===== src/rtl/cart_mem_arbiter.sv =====
// Cartridge memory port arbiter.
// Shares one SDRAM cartridge window among the ROM downloader (dl), the CPU-side
// mapper (cpu) and the SRAM backup engine (bk). Only one access is in flight at a
// time. Priority is dl > cpu > bk. When the CPU has been granted BK_STARVE times in
// a row while bk waited, bk is granted ahead of the CPU.
// Ports:
//   clk, reset                       clock, synchronous active-high reset
//   dl_req/addr/data, dl_ack         downloader write port
//   cpu_req/we/addr/din, cpu_dout,
//   cpu_ack, cpu_wait                mapper port; cpu_wait is combinational Z80 WAIT
//   bk_req/we/addr/din, bk_dout,
//   bk_ack, bk_err                   backup port; bk_err flags a timed-out access
//   mem_addr/dout/din, mem_rd,
//   mem_we, mem_ready                SDRAM controller port
module cart_mem_arbiter #(
    parameter int unsigned AW        = 25,
    parameter int unsigned BK_STARVE = 4,
    parameter int unsigned TIMEOUT   = 255
) (
    input  logic          clk,
    input  logic          reset,
    input  logic          dl_req,
    input  logic [AW-1:0] dl_addr,
    input  logic [7:0]    dl_data,
    output logic          dl_ack,
    input  logic          cpu_req,
    input  logic          cpu_we,
    input  logic [AW-1:0] cpu_addr,
    input  logic [7:0]    cpu_din,
    output logic [7:0]    cpu_dout,
    output logic          cpu_ack,
    output logic          cpu_wait,
    input  logic          bk_req,
    input  logic          bk_we,
    input  logic [AW-1:0] bk_addr,
    input  logic [7:0]    bk_din,
    output logic [7:0]    bk_dout,
    output logic          bk_ack,
    output logic          bk_err,
    output logic [AW-1:0] mem_addr,
    output logic [7:0]    mem_dout,
    input  logic [7:0]    mem_din,
    output logic          mem_rd,
    output logic          mem_we,
    input  logic          mem_ready
);

    localparam int unsigned SW = $clog2(BK_STARVE + 1);
    localparam int unsigned TW = 8;
    localparam logic [SW-1:0] STARVE_MAX = SW'(BK_STARVE);
    localparam logic [TW-1:0] TMO_MAX    = TW'(TIMEOUT);

    typedef enum logic [1:0] {S_IDLE, S_ISSUE, S_WAIT, S_DONE} state_t;
    typedef enum logic [1:0] {OWN_DL, OWN_CPU, OWN_BK} owner_t;

    state_t          state, state_d;
    owner_t          owner, owner_d;
    logic            we_q, we_d;
    logic [SW-1:0]   starve, starve_d;
    logic [TW-1:0]   tmo, tmo_d;
    logic [AW-1:0]   mem_addr_d;
    logic [7:0]      mem_dout_d, cpu_dout_d, bk_dout_d;
    logic            dl_ack_d, cpu_ack_d, bk_ack_d, bk_err_d, mem_rd_d, mem_we_d;

    logic            grant, done, load, cpu_blocked;
    logic [7:0]      rdata;

    // WAIT goes away in the same cycle the ack pulse is seen
    assign cpu_wait = cpu_req & ~cpu_ack;

    // State and output registers
    always_ff @(posedge clk) begin
        if (reset) begin
            state    <= S_IDLE;
            owner    <= OWN_DL;
            we_q     <= 1'b0;
            starve   <= '0;
            tmo      <= '0;
            mem_addr <= '0;
            mem_dout <= '0;
            cpu_dout <= '0;
            bk_dout  <= '0;
            dl_ack   <= 1'b0;
            cpu_ack  <= 1'b0;
            bk_ack   <= 1'b0;
            bk_err   <= 1'b0;
            mem_rd   <= 1'b0;
            mem_we   <= 1'b0;
        end else begin
            state    <= state_d;
            owner    <= owner_d;
            we_q     <= we_d;
            starve   <= starve_d;
            tmo      <= tmo_d;
            mem_addr <= mem_addr_d;
            mem_dout <= mem_dout_d;
            cpu_dout <= cpu_dout_d;
            bk_dout  <= bk_dout_d;
            dl_ack   <= dl_ack_d;
            cpu_ack  <= cpu_ack_d;
            bk_ack   <= bk_ack_d;
            bk_err   <= bk_err_d;
            mem_rd   <= mem_rd_d;
            mem_we   <= mem_we_d;
        end
    end

    // Next-state and next-output logic
    always_comb begin
        state_d     = state;
        owner_d     = owner;
        we_d        = we_q;
        starve_d    = starve;
        tmo_d       = tmo;
        mem_addr_d  = mem_addr;
        mem_dout_d  = mem_dout;
        cpu_dout_d  = cpu_dout;
        bk_dout_d   = bk_dout;
        bk_err_d    = bk_err;
        dl_ack_d    = 1'b0;
        cpu_ack_d   = 1'b0;
        bk_ack_d    = 1'b0;
        mem_rd_d    = 1'b0;
        mem_we_d    = 1'b0;
        grant       = 1'b0;
        done        = 1'b0;
        load        = 1'b0;
        rdata       = 8'h00;
        cpu_blocked = bk_req && (starve == STARVE_MAX);

        // Starvation only counts while bk is actually waiting
        if (!bk_req) starve_d = '0;

        unique case (state)
            S_IDLE: begin
                if (dl_req) begin
                    grant      = 1'b1;
                    owner_d    = OWN_DL;
                    mem_addr_d = dl_addr;
                    mem_dout_d = dl_data;
                    we_d       = 1'b1;
                end else if (cpu_req && !cpu_blocked) begin
                    grant      = 1'b1;
                    owner_d    = OWN_CPU;
                    mem_addr_d = cpu_addr;
                    mem_dout_d = cpu_din;
                    we_d       = cpu_we;
                    if (bk_req && (starve != STARVE_MAX)) starve_d = starve + SW'(1);
                end else if (bk_req) begin
                    grant      = 1'b1;
                    owner_d    = OWN_BK;
                    mem_addr_d = bk_addr;
                    mem_dout_d = bk_din;
                    we_d       = bk_we;
                    starve_d   = '0;
                end
                // Strobe is registered so it is high for the whole ISSUE cycle
                if (grant) begin
                    state_d  = S_ISSUE;
                    bk_err_d = 1'b0;
                    mem_rd_d = ~we_d;
                    mem_we_d = we_d;
                end
            end
            S_ISSUE: begin
                tmo_d   = '0;
                state_d = S_WAIT;
            end
            S_WAIT: begin
                if (mem_ready) begin
                    done  = 1'b1;
                    load  = ~we_q;
                    rdata = mem_din;
                end else if (tmo == TMO_MAX) begin
                    done     = 1'b1;
                    load     = ~we_q;
                    rdata    = 8'hFF;
                    bk_err_d = 1'b1;
                end else begin
                    tmo_d = tmo + TW'(1);
                end
                // Ack and read data are registered together so dout is valid with ack
                if (done) begin
                    state_d = S_DONE;
                    case (owner)
                        OWN_DL:  dl_ack_d  = 1'b1;
                        OWN_CPU: begin
                            cpu_ack_d = 1'b1;
                            if (load) cpu_dout_d = rdata;
                        end
                        OWN_BK:  begin
                            bk_ack_d = 1'b1;
                            if (load) bk_dout_d = rdata;
                        end
                        default: ;
                    endcase
                end
            end
            S_DONE: begin
                state_d = S_IDLE;
            end
            default: state_d = S_IDLE;
        endcase
    end

endmodule


===== config.mk =====
export PLATFORM = sky130hd
export DESIGN_NAME = cart_mem_arbiter
export DESIGN_NICKNAME = d
export VERILOG_FILES = /design/src/rtl/cart_mem_arbiter.sv
export SDC_FILE = /design/constraint.sdc
export NUM_CORES = 1
export LEC_CHECK = 0
export BUFFER_PORTS_ARGS = -buffer_cell sky130_fd_sc_hd__clkbuf_2
export CAP_MARGIN = 5
export CORE_MARGIN = 1
export CORE_UTILIZATION = 45
export CTS_CLUSTER_SIZE = 20
export DETAILED_ROUTE_END_ITERATION = 12
export MAX_ROUTING_LAYER = met4
export PLACE_DENSITY_LB_ADDON = 0.05
export SLEW_MARGIN = 20
export SYNTH_ARGS = -nofsm -noshare
export SYNTH_HDL_FRONTEND = slang
export SYNTH_SLANG_ARGS = --single-unit

===== constraint.sdc =====
create_clock -name clk -period 2.3 [get_ports clk]
set_input_delay 0.23 -clock clk [delete_from_list [all_inputs] [get_ports clk]]
set_output_delay 0.23 -clock clk [all_outputs]
set_load 0.02 [all_outputs]

Word level (Yosys, flattened, before mapping). Index checks and enable logic that the tools add are counted. W data, S select, Z words.

Bits in registers: 71. Bits of input ports: 115. Output and inout port bits: 56. Word-level logic and storage cells: 99.

Add/subtract/negate cells: 2. Eq/ne operators: 13. Muxes and demuxes: 44. Bitwise gates (word level): 8. Reductions and logical operators: 17.

Operator list (count): $mux W25 (3); $mux W8 (7); $mux W1 (20); $mux W3 (6); $pmux W8 S2 (1); $reduce_and A4 Y1 (3); $mux W2 (5); $ne A2 B2 Y1 const B (5); $add A8 B1 Y8 const B (1); $eq A8 B8 Y1 const B (1); $pmux W2 S4 (1); $not A1 Y1 (7); $eq A2 B2 Y1 const B (3); $reduce_or A3 Y1 (2); $eq A2 B1 Y1 const B (2); $logic_not A2 Y1 (2); $reduce_and A2 Y1 (2); $reduce_bool A2 Y1 (2); $add A3 B1 Y3 const B (1); $eq A3 B3 Y1 const B (1); $logic_and A1 B1 Y1 (3); $ne A3 B3 Y1 const B (1); $reduce_and A3 Y1 (1); $reduce_bool A3 Y1 (1); 3 further kinds (3).

Logic depth before layout (Yosys ltp). Gate-level depths: netlist of run 1.

Depth after elaboration: 9. Gate-level depth with buffers: 7.

Least setup slack after synthesis of run 1. Ideal clock, no wire load.

Path type: register -> register. From: register state[0]. To: register mem_addr[0]. Data arrival time: 1.563 ns. Data required time: 2.178 ns. Setup slack: 0.615 ns. Cell stages (with the launch flop): 8. Path buffers: 2. Period minus slack after synthesis: 1.685 ns. Cells stage by stage: dfxtp_1 -> inv_1 -> ha_1 -> and3_1 -> clkbuf_1 -> buf_2 -> a22o_1 -> a221o_1.

Word-level cells in the longest chain between the ends: 2.

Ends and longest elaborated chain: from (decl) (RTL line 56) `state_t state, state_d;`; from (signal assigned) (RTL line 90) `state <= state_d;`; $logic_not A2 Y1 (RTL line 134) `unique case (state)`; $reduce_and A2 Y1 (no line); to (signal assigned) (RTL line 95) `mem_addr <= mem_addr_d;`; to (decl) (RTL line 40) `output logic [AW-1:0] mem_addr,`.

Every way passes these cells. A chain may end at the register's enable or synchronous reset.

Final worst setup path of run 1.
From: register state[0]. To: register mem_addr[12].

The elaborated chain is that of the path after synthesis.

==> results of run 1 <==
[tightest hold or removal path, cell delays in order]
cell and delay (ns):
clkbuf_2 0.08, nand2_1 0.04, a21oi_1 0.05
[where the power goes]
group          leakage, nW  internal (mW)  switching, mW
registers            0.581           1.48          0.140
clock network       0.0997          0.531          0.459
logic                 1.27          0.591          0.931
total                 1.95           2.60           1.53
[cells by family after synthesis]
group / share of synthesized area, %
AOI/OAI and AO/OA: 32.5
xor gates and xnor gates: 0.279
adders and majority gates: 2.39
buffers and inverters: 6.25
DFF: 45.2
muxes: 0.677
and+or+nand+nor: 12.7
[placed cells by master, fill, tap and decap left out, drive strengths merged, types with 2 or more instances in the layout]
master,instances
dfxtp,71
a22oi,2
o31ai,3
ha,6
o2111ai,2
a22o,15
or4,2
nor2,16
nand3,9
buf,10
and2b,2
a21oi,28
and3,2
nor2b,2
nand4,3
clkbuf,181
nor3,4
inv,25
nand2b,3
o21ai,23
clkinv,2
a221oi,34
a211oi,4
nand2,32
a221o,15
and3b,2
or3,2
[per-layer routing]
metal / share of wire [%] / vias to the layer above / track usage (%)
met3: 6.4 / 16 / 3.56
li1: - / 1644 / -
met4: 1.6 / 0 / 9.70
met2: 47 / 151 / 38.9
met1: 45 / 1513 / 29.1
met5: 0 / - / -
[registers in the layout, indices dropped and copies added, names as in the netlist, 2 cells and up]
name	cells
bk_dout	8
cpu_dout	8
mem_addr	25
mem_dout	8
owner	2
starve	3
state	2
tmo	8
[worst paths after layout]
| check | end | cells after the start | startpoint |
|---|---|---|---|
| worst min register to register | cpu_dout[4] | 2 | cpu_dout[4] |
| worst min-delay path | mem_addr[19] | 3 | bk_addr[19] |
| worst max register to register | mem_addr[12] | 6 | state[0] |
| worst max-delay path | mem_addr[12] | 6 | state[0] |
[area by class of cell]
type / count / area, um2 / area share, %
sequential: 71 / 1420 / 33.3
inverter: 24 / 90.1 / 2.11
clock inverter: 5 / 56.3 / 1.32
timing repair buffer: 180 / 926 / 21.7
multi-input combinational: 227 / 1540 / 36.0
clock buffer: 11 / 141 / 3.31
tap: 80 / 100 / 2.34
[stage by stage]
step	power [mW]	area, um2	setup slack (ns)	util, %
after floorplan	2.64	3140	0.615	-
after global placement	3.15	4070	0.231	60.2
after detailed placement	3.17	4070	0.191	60.2
after CTS	4.17	4260	0.159	63.1
after global routing	4.38	4270	0.0530	63.2
final	4.13	4270	0.269	63.2
[what timing repair did]
action	in CTS	in global routing
hold endpoints to repair	0	0
resized for setup	0	1
setup endpoints to repair	0	12
==> run metrics, run 1 <==
CTS Buf Count=9; area leader, netlist=dfxtp_1; Synth top area share=45.2%; Clk pin slew, worst setup/hold paths=0.08 ns; Clock Path Buffers=2; hold buffers post-CTS=0; number of vias per cell=5.56; Synth cell types=50; Post-Syn Area=3140 um2; Crit path buffers/inverters=1; synthesized instance count=346; largest net degree at the start of global routing=32; Warnings, synthesis=0; Avg WL per Cell=14.4 um; commonest cells in the netlist=dfxtp_1, a221oi_1, nand2_1, a21oi_1; RSZ-0062 raised after global routing=no; Post-synth EDFFs=0; share of flip-flops with an asynchronous set or reset=0%; most frequent cell after synthesis=dfxtp_1; layout cells sized above 1=39.6%; period utilisation layout=88.3%; DRT iter0 DRCs=110; initial antenna violation count=0; number of post-CTS setup repair buffers=0; NumNets Final=634; Die ar.=7320 um2; Initial Util=46.5%; Skew-Pair Late Insertion Delay=0.34 ns; vias in the first global route=2925; maximum operating frequency=492 MHz; row count=30; P_leak=1.95 nW; Max Cap Viol=0; Vias=3324; worst-case clock skew=0.0110 ns; Avg Cell Area, Syn=9.08 um2; Critical Path RT=2.58 ns; GP Congestion=0.800; TNS Setup=0 ns; top post-synthesis cells by area=dfxtp_1, a221oi_1, a221o_1, a21oi_1, a22o_1; I/O pins=171; Fillers=623; dpl cells=582; outcome=finished clean; IO Port Bufs=170; power per cell area=967 nW/um2; CP Class=reg2reg; total nets after synthesis=467; ys flop type=dfxtp_1; clock sink count=71; Post-DRT Antenna Nets=0; DRC viols=0; Die Y=85.6 um; fin. max-slew vios=0; H-tree depth=3; crit-path cells=inv_1 > ha_1 > o31a_1 > nor2_1 > a22o_1 > a221o_1; Fin. Hold Viols=0; min cycle time layout=2.03 ns; relative slew slack=34.0%; CTS tree=done; Crit Path Max Fanout=15; Critical Path End Type=register; reg2reg setup slack=0.27 ns; peak supply drop=0.000496 V; register area share after synthesis=45.2%; Min-Delay Path Class=in2reg; non-filler instance count after layout=598; tightest hold margin=0.0988 ns; DPL Wire Length=6310 um; routed wire length=8610 um; worst slew pin tran=0.987 ns; ant diodes=0; final setup violating endpoints=0; CP max-delay cell=nor2_1; grt ovf=0; Core Region=6760 um2; DR pass1 iterations=5; GRT Total Usage=23.6%; clk root buf=clkbuf_8; Crit path max-delay family=simple AND/OR/NAND/NOR gates; first-pass GRT wire length=13300 um; synth-to-layout area growth=36.0%; #FFs+latches synth=71; Max stage delay on crit path=0.75 ns; startpoint types=register; CP arrival=2.31 ns; Die Wd=85.6 um
No activity file was read; power rests on OpenSTA's default activity.
==> run 2, diff against run 1 <==
PLACE_DENSITY = 0.8   (was not set)
PLACE_DENSITY_LB_ADDON = not set   (was 0.05)
REMOVE_ABC_BUFFERS = 1   (was not set)
==> run 2 against run 1 <==
  * Via count rose by 1.5%
  * First-iteration DRC count rose to 2.6 times the previous value
  * Count of clock-buffer cells in the layout fell by 2
  * Setup slack got worse by 0.072 ns
  * Cell count did not move
  * Wire length rose by 1.2%
  * Critical path type unchanged
==> run metrics, run 2 (synthesis gave the netlist of run 1 again) <==
Critical Path End Type=register; Min-Delay Path Class=in2reg; Max Cap Viol=0; Die Wd=85.6 um; GP Congestion=0.839; P_leak=1.97 nW; worst-case clock skew=0.0109 ns; Core Util, Final=63.5%; first-pass GRT wire length=14000 um; Fillers=594; DR pass1 iterations=6; GRT Total Usage=24.5%; maximum operating frequency=476 MHz; hold buffers post-CTS=0; layout cells sized above 1=39.8%; CTS tree=done; outcome=finished clean; clock sink count=71; H-tree depth=3; Psw=1.59 mW; CTS Buf Count=9; Post-DRT Antenna Nets=0; Critical Path RT=2.59 ns; Die ar.=7320 um2; Largest register FFs=25; largest net degree at the start of global routing=28; power per cell area=998 nW/um2; clk root buf=clkbuf_8; grt ovf=0; Clock Path Buffers=2; DRT iter0 DRCs=284; worst slew pin tran=1.02 ns; CP arrival=2.39 ns; post-CTS resize count=0; NumNets Final=634; row count=30; Clk pwr share=26.5%; Die Y=85.6 um; CP Class=reg2reg; synth-to-layout area growth=36.6%; fin. max-slew vios=0; Vias=3373; final setup violating endpoints=0; Biggest register=mem_addr; IO Port Bufs=170; Initial Util=46.5%; peak supply drop=0.000439 V; number of post-CTS setup repair buffers=0; combinational power share=35.6%; min cycle time layout=2.10 ns; TNS Setup=0 ns; vias in the first global route=3081; RSZ-0062 raised after global routing=no; I/O pins=171; Core Region=6760 um2; relative slew slack=31.8%; Avg WL per Cell=14.6 um; DRC viols=0; initial antenna violation count=0; DPL Wire Length=6230 um; startpoint types=register; most common cell after layout, fill and taps aside=clkbuf_2; Clk pin slew, worst setup/hold paths=0.09 ns; Switching Fraction=37.2%; Skew-Pair Late Insertion Delay=0.34 ns; commonest non-fill, non-tap cells in the layout=clkbuf_2, dfxtp_1, a221oi_1, nand2_1, a21oi_1; internal power=2.69 mW; Crit Path Max Fanout=15; Fin. Hold Viols=0; ant diodes=0; period utilisation layout=91.4%; number of vias per cell=5.64; sequential power share=37.9%; routed wire length=8720 um
## run 2: cell count changes in the layout (fill, tap and decap cells not counted), sizes merged
cell,change
bufinv,+1
clkbuf,-2
clkinv,-1
clkinvlp,-1
inv,+3
## run 2: power by group through the flow
stage	Combinational, mW	Clock (mW)	Sequential (mW)
finish	1.53	1.13	1.62
global placement	1.49	0	1.63
CTS	1.53	1.15	1.62
detailed placement	1.53	0	1.63
global route	1.68	1.19	1.65
floorplan	0.695	0	1.88
## run 2: layout make-up
class | count | area, um2 | area share [%]
repair buffers | 180 | 926 | 21.6
multi-input cells | 227 | 1530 | 35.6
inverters | 24 | 90.1 | 2.10
well taps | 80 | 100 | 2.33
flip-flops and latches | 71 | 1420 | 33.1
clock inverters | 7 | 100 | 2.33
clock buffers | 9 | 124 | 2.89
## run 2: metrics by stage
step	total power [mW]	cell area [um2]	cells	hold slack [ns]	worst slack, ns
after CTS	4.30	4290	598	0.0820	0.205
final	4.28	4290	598	0.101	0.197
after global routing	4.52	4290	598	0.0920	0.00659
after detailed placement	3.16	4070	582	0.458	0.216
after global placement	3.13	4070	582	0.453	0.281
after floorplan	2.58	3040	322	0.299	0.322
## run 2: routing by layer
metal  track usage (%)  share of wire (%)  up-vias
met1              30.2                 43     1564
met4              8.64                1.4        0
li1                  -                  -     1647
met3              4.04                6.7       14
met2              40.7                 49      148
met5                 -                  0        -
## run 2: final timing paths
kind | slack [ns] | to | cells after the start | start
worst max register to register | 0.20 | mem_addr[0] | 5 | state[1]
worst min-delay path | 0.10 | mem_addr[14] | 3 | bk_addr[14]
worst min register to register | 0.47 | bk_dout[5] | 2 | bk_dout[5]
worst max-delay path | 0.20 | mem_addr[0] | 5 | state[1]
## run 2: critical path: stages (launching register included)
cell	delay, ns
dfxtp_1	0.33
inv_1	0.10
ha_1	0.31
o311ai_2	0.20
a211oi_2	0.83
a221o_1	0.29
==> run 3, diff against run 2 <==
SLEW_MARGIN = 30   (was 20)
clock period = 2 ns   (was 2.3 ns; I/O delays follow)
==> run 3 against run 2 <==
  * Power rose by 11%
  * Flip-flop and latch count did not move
  * Clock skew about the same
  * Largest cell class unchanged
  * Critical path type unchanged
  * Setup slack worse by 0.062 ns
==> run metrics, run 3 (synthesis gave the netlist of run 1 again) <==
Initial Util=46.5%; Skew-Pair Late Insertion Delay=0.34 ns; fin worst setup slack=0.136 ns; Clk pin slew, worst setup/hold paths=0.08 ns; Clk pwr share=23.4%; reg2reg path depth=5; combinational power share=37.5%; I/O pins=171; clock sink count=71; peak supply drop=0.000570 V; dpl cells=583; Die Y=85.6 um; fin. max-slew vios=0; overall power consumption=4.76 mW; ant diodes=0; hold path depth=3; Critical Path RT=2.25 ns; Core Util, Final=63.8%; worst slew pin tran=0.622 ns; DRC viols=0; NumNets Final=636; synth-to-layout area growth=37.2%; largest net degree at the start of global routing=32; P_leak=1.97 nW; Clock Path Buffers=2; CTS Buf Count=9; Core Region=6760 um2; H-tree depth=3; Die ar.=7320 um2; Max stage delay on crit path=0.40 ns; min cycle time layout=1.86 ns; Min-Delay Startpoint=bk_addr[5]; CP Class=reg2reg; Die Wd=85.6 um; RR Endpoint=cpu_dout[7]; Place WS=-0.123 ns; final setup violating endpoints=0; Critical Path End Type=register; GP Congestion=0.820; Final Cell Area=4310 um2; CTS tree=done; Placed Area=4070 um2; Fin. Hold Viols=0; most common cell after layout, fill and taps aside=clkbuf_2; Min-Delay Endpoint=mem_addr[5]; Biggest register=mem_addr; period utilisation layout=93.2%; Largest register FFs=25; outcome=finished clean; routed wire length=8570 um; GRT Total Usage=24.4%; startpoint types=register; tightest hold margin=0.0709 ns; crit-path cells=ha_1 > nand4_1 > o21bai_1 > nand3_2 > a221oi_1; clk root buf=clkbuf_8; DPL Wire Length=6150 um; reg2reg start=tmo[0]; Psw=1.79 mW; commonest non-fill, non-tap cells in the layout=clkbuf_2, dfxtp_1, a221oi_1, nand2_1, a21oi_1; relative slew slack=58.5%; CP arrival=2.11 ns; Switching Fraction=37.6%; Avg WL per Cell=14.3 um; TNS Setup=0 ns; grt ovf=0; Min-Delay Path Class=in2reg; IO Port Bufs=170; row count=30; layout cells sized above 1=40.6%; Vias=3338; reg2reg setup slack=0.14 ns; DR pass1 iterations=5; non-filler instance count after layout=600; Max Cap Viol=0; vias in the first global route=3157; initial antenna violation count=0; maximum operating frequency=536 MHz; CP max-delay cell=dfxtp_1; first-pass GRT wire length=13700 um; Crit Path Max Fanout=8; hold buffers post-CTS=0; internal power=2.97 mW; power per cell area=1100 nW/um2; number of vias per cell=5.56; sequential power share=39.1%; DRT iter0 DRCs=173; worst-case clock skew=0.0112 ns; Post-DRT Antenna Nets=0
[run 3: cell count changes in the layout (fill, tap and decap cells not counted)]
cell	delta
a211oi_2	-1
a211oi_4	+1
buf_12	+1
buf_4	+1
bufinv_16	-1
clkinv_2	+1
clkinv_4	+3
clkinvlp_4	+1
inv_6	-4
nand3_1	-2
nand3_2	+2
nor2_1	-1
nor2_2	+1
[run 3: cell type report]
cell class,instances,area (um2)
fillers,581,2440
multi-input cells,227,1550
flip-flops and latches,71,1420
repair buffers,182,953
clock buffers,9,124
well taps,80,100
inverters,24,90.1
clock inverters,7,73.8
[run 3: metal layers]
layer / global-route usage (%) / vias to the layer above / wire length, um
li1: - / 1653 / -
met1: 27.4 / 1539 / 3690
met2: 42.3 / 132 / 4230
met3: 4.91 / 14 / 513
met4: 10.3 / 0 / 140
met5: - / - / 0
[run 3: power by group through the flow]
stage	Combinational [mW]	Sequential, mW	Clock (mW)
floorplan	0.799	2.16	0
global placement	1.72	1.88	0
CTS	1.78	1.86	1.14
global route	1.95	1.89	1.21
finish	1.79	1.86	1.11
detailed placement	1.77	1.88	0
[run 3: critical path: cells and delay by family (launching register included)]
family                     cells  cell delay (ns)
AOI/OAI and AO/OA              2             0.69
and+or+nand+nor                2             0.43
DFF                            1             0.40
adders and majority gates      1             0.26
[run 3: worst max-delay path by stage]
stage,start,end,slack (ns),cells after the start
finish,tmo[0],cpu_dout[7],0.14,5
global route,tmo[0],bk_dout[7],-0.01,5
CTS,state[1],mem_addr[12],0.08,5
detailed placement,state[1],mem_addr[12],-0.12,5
global placement,state[1],mem_addr[1],-0.02,5
floorplan,tmo[0],state[1],0.02,5
[run 3: what timing repair did]
action | 4_1_cts | 5_1_grt
setup endpoints to repair | 15 | 28
resized for setup | 2 | 2
setup buffers | 0 | 1
pin swaps | 0 | 1
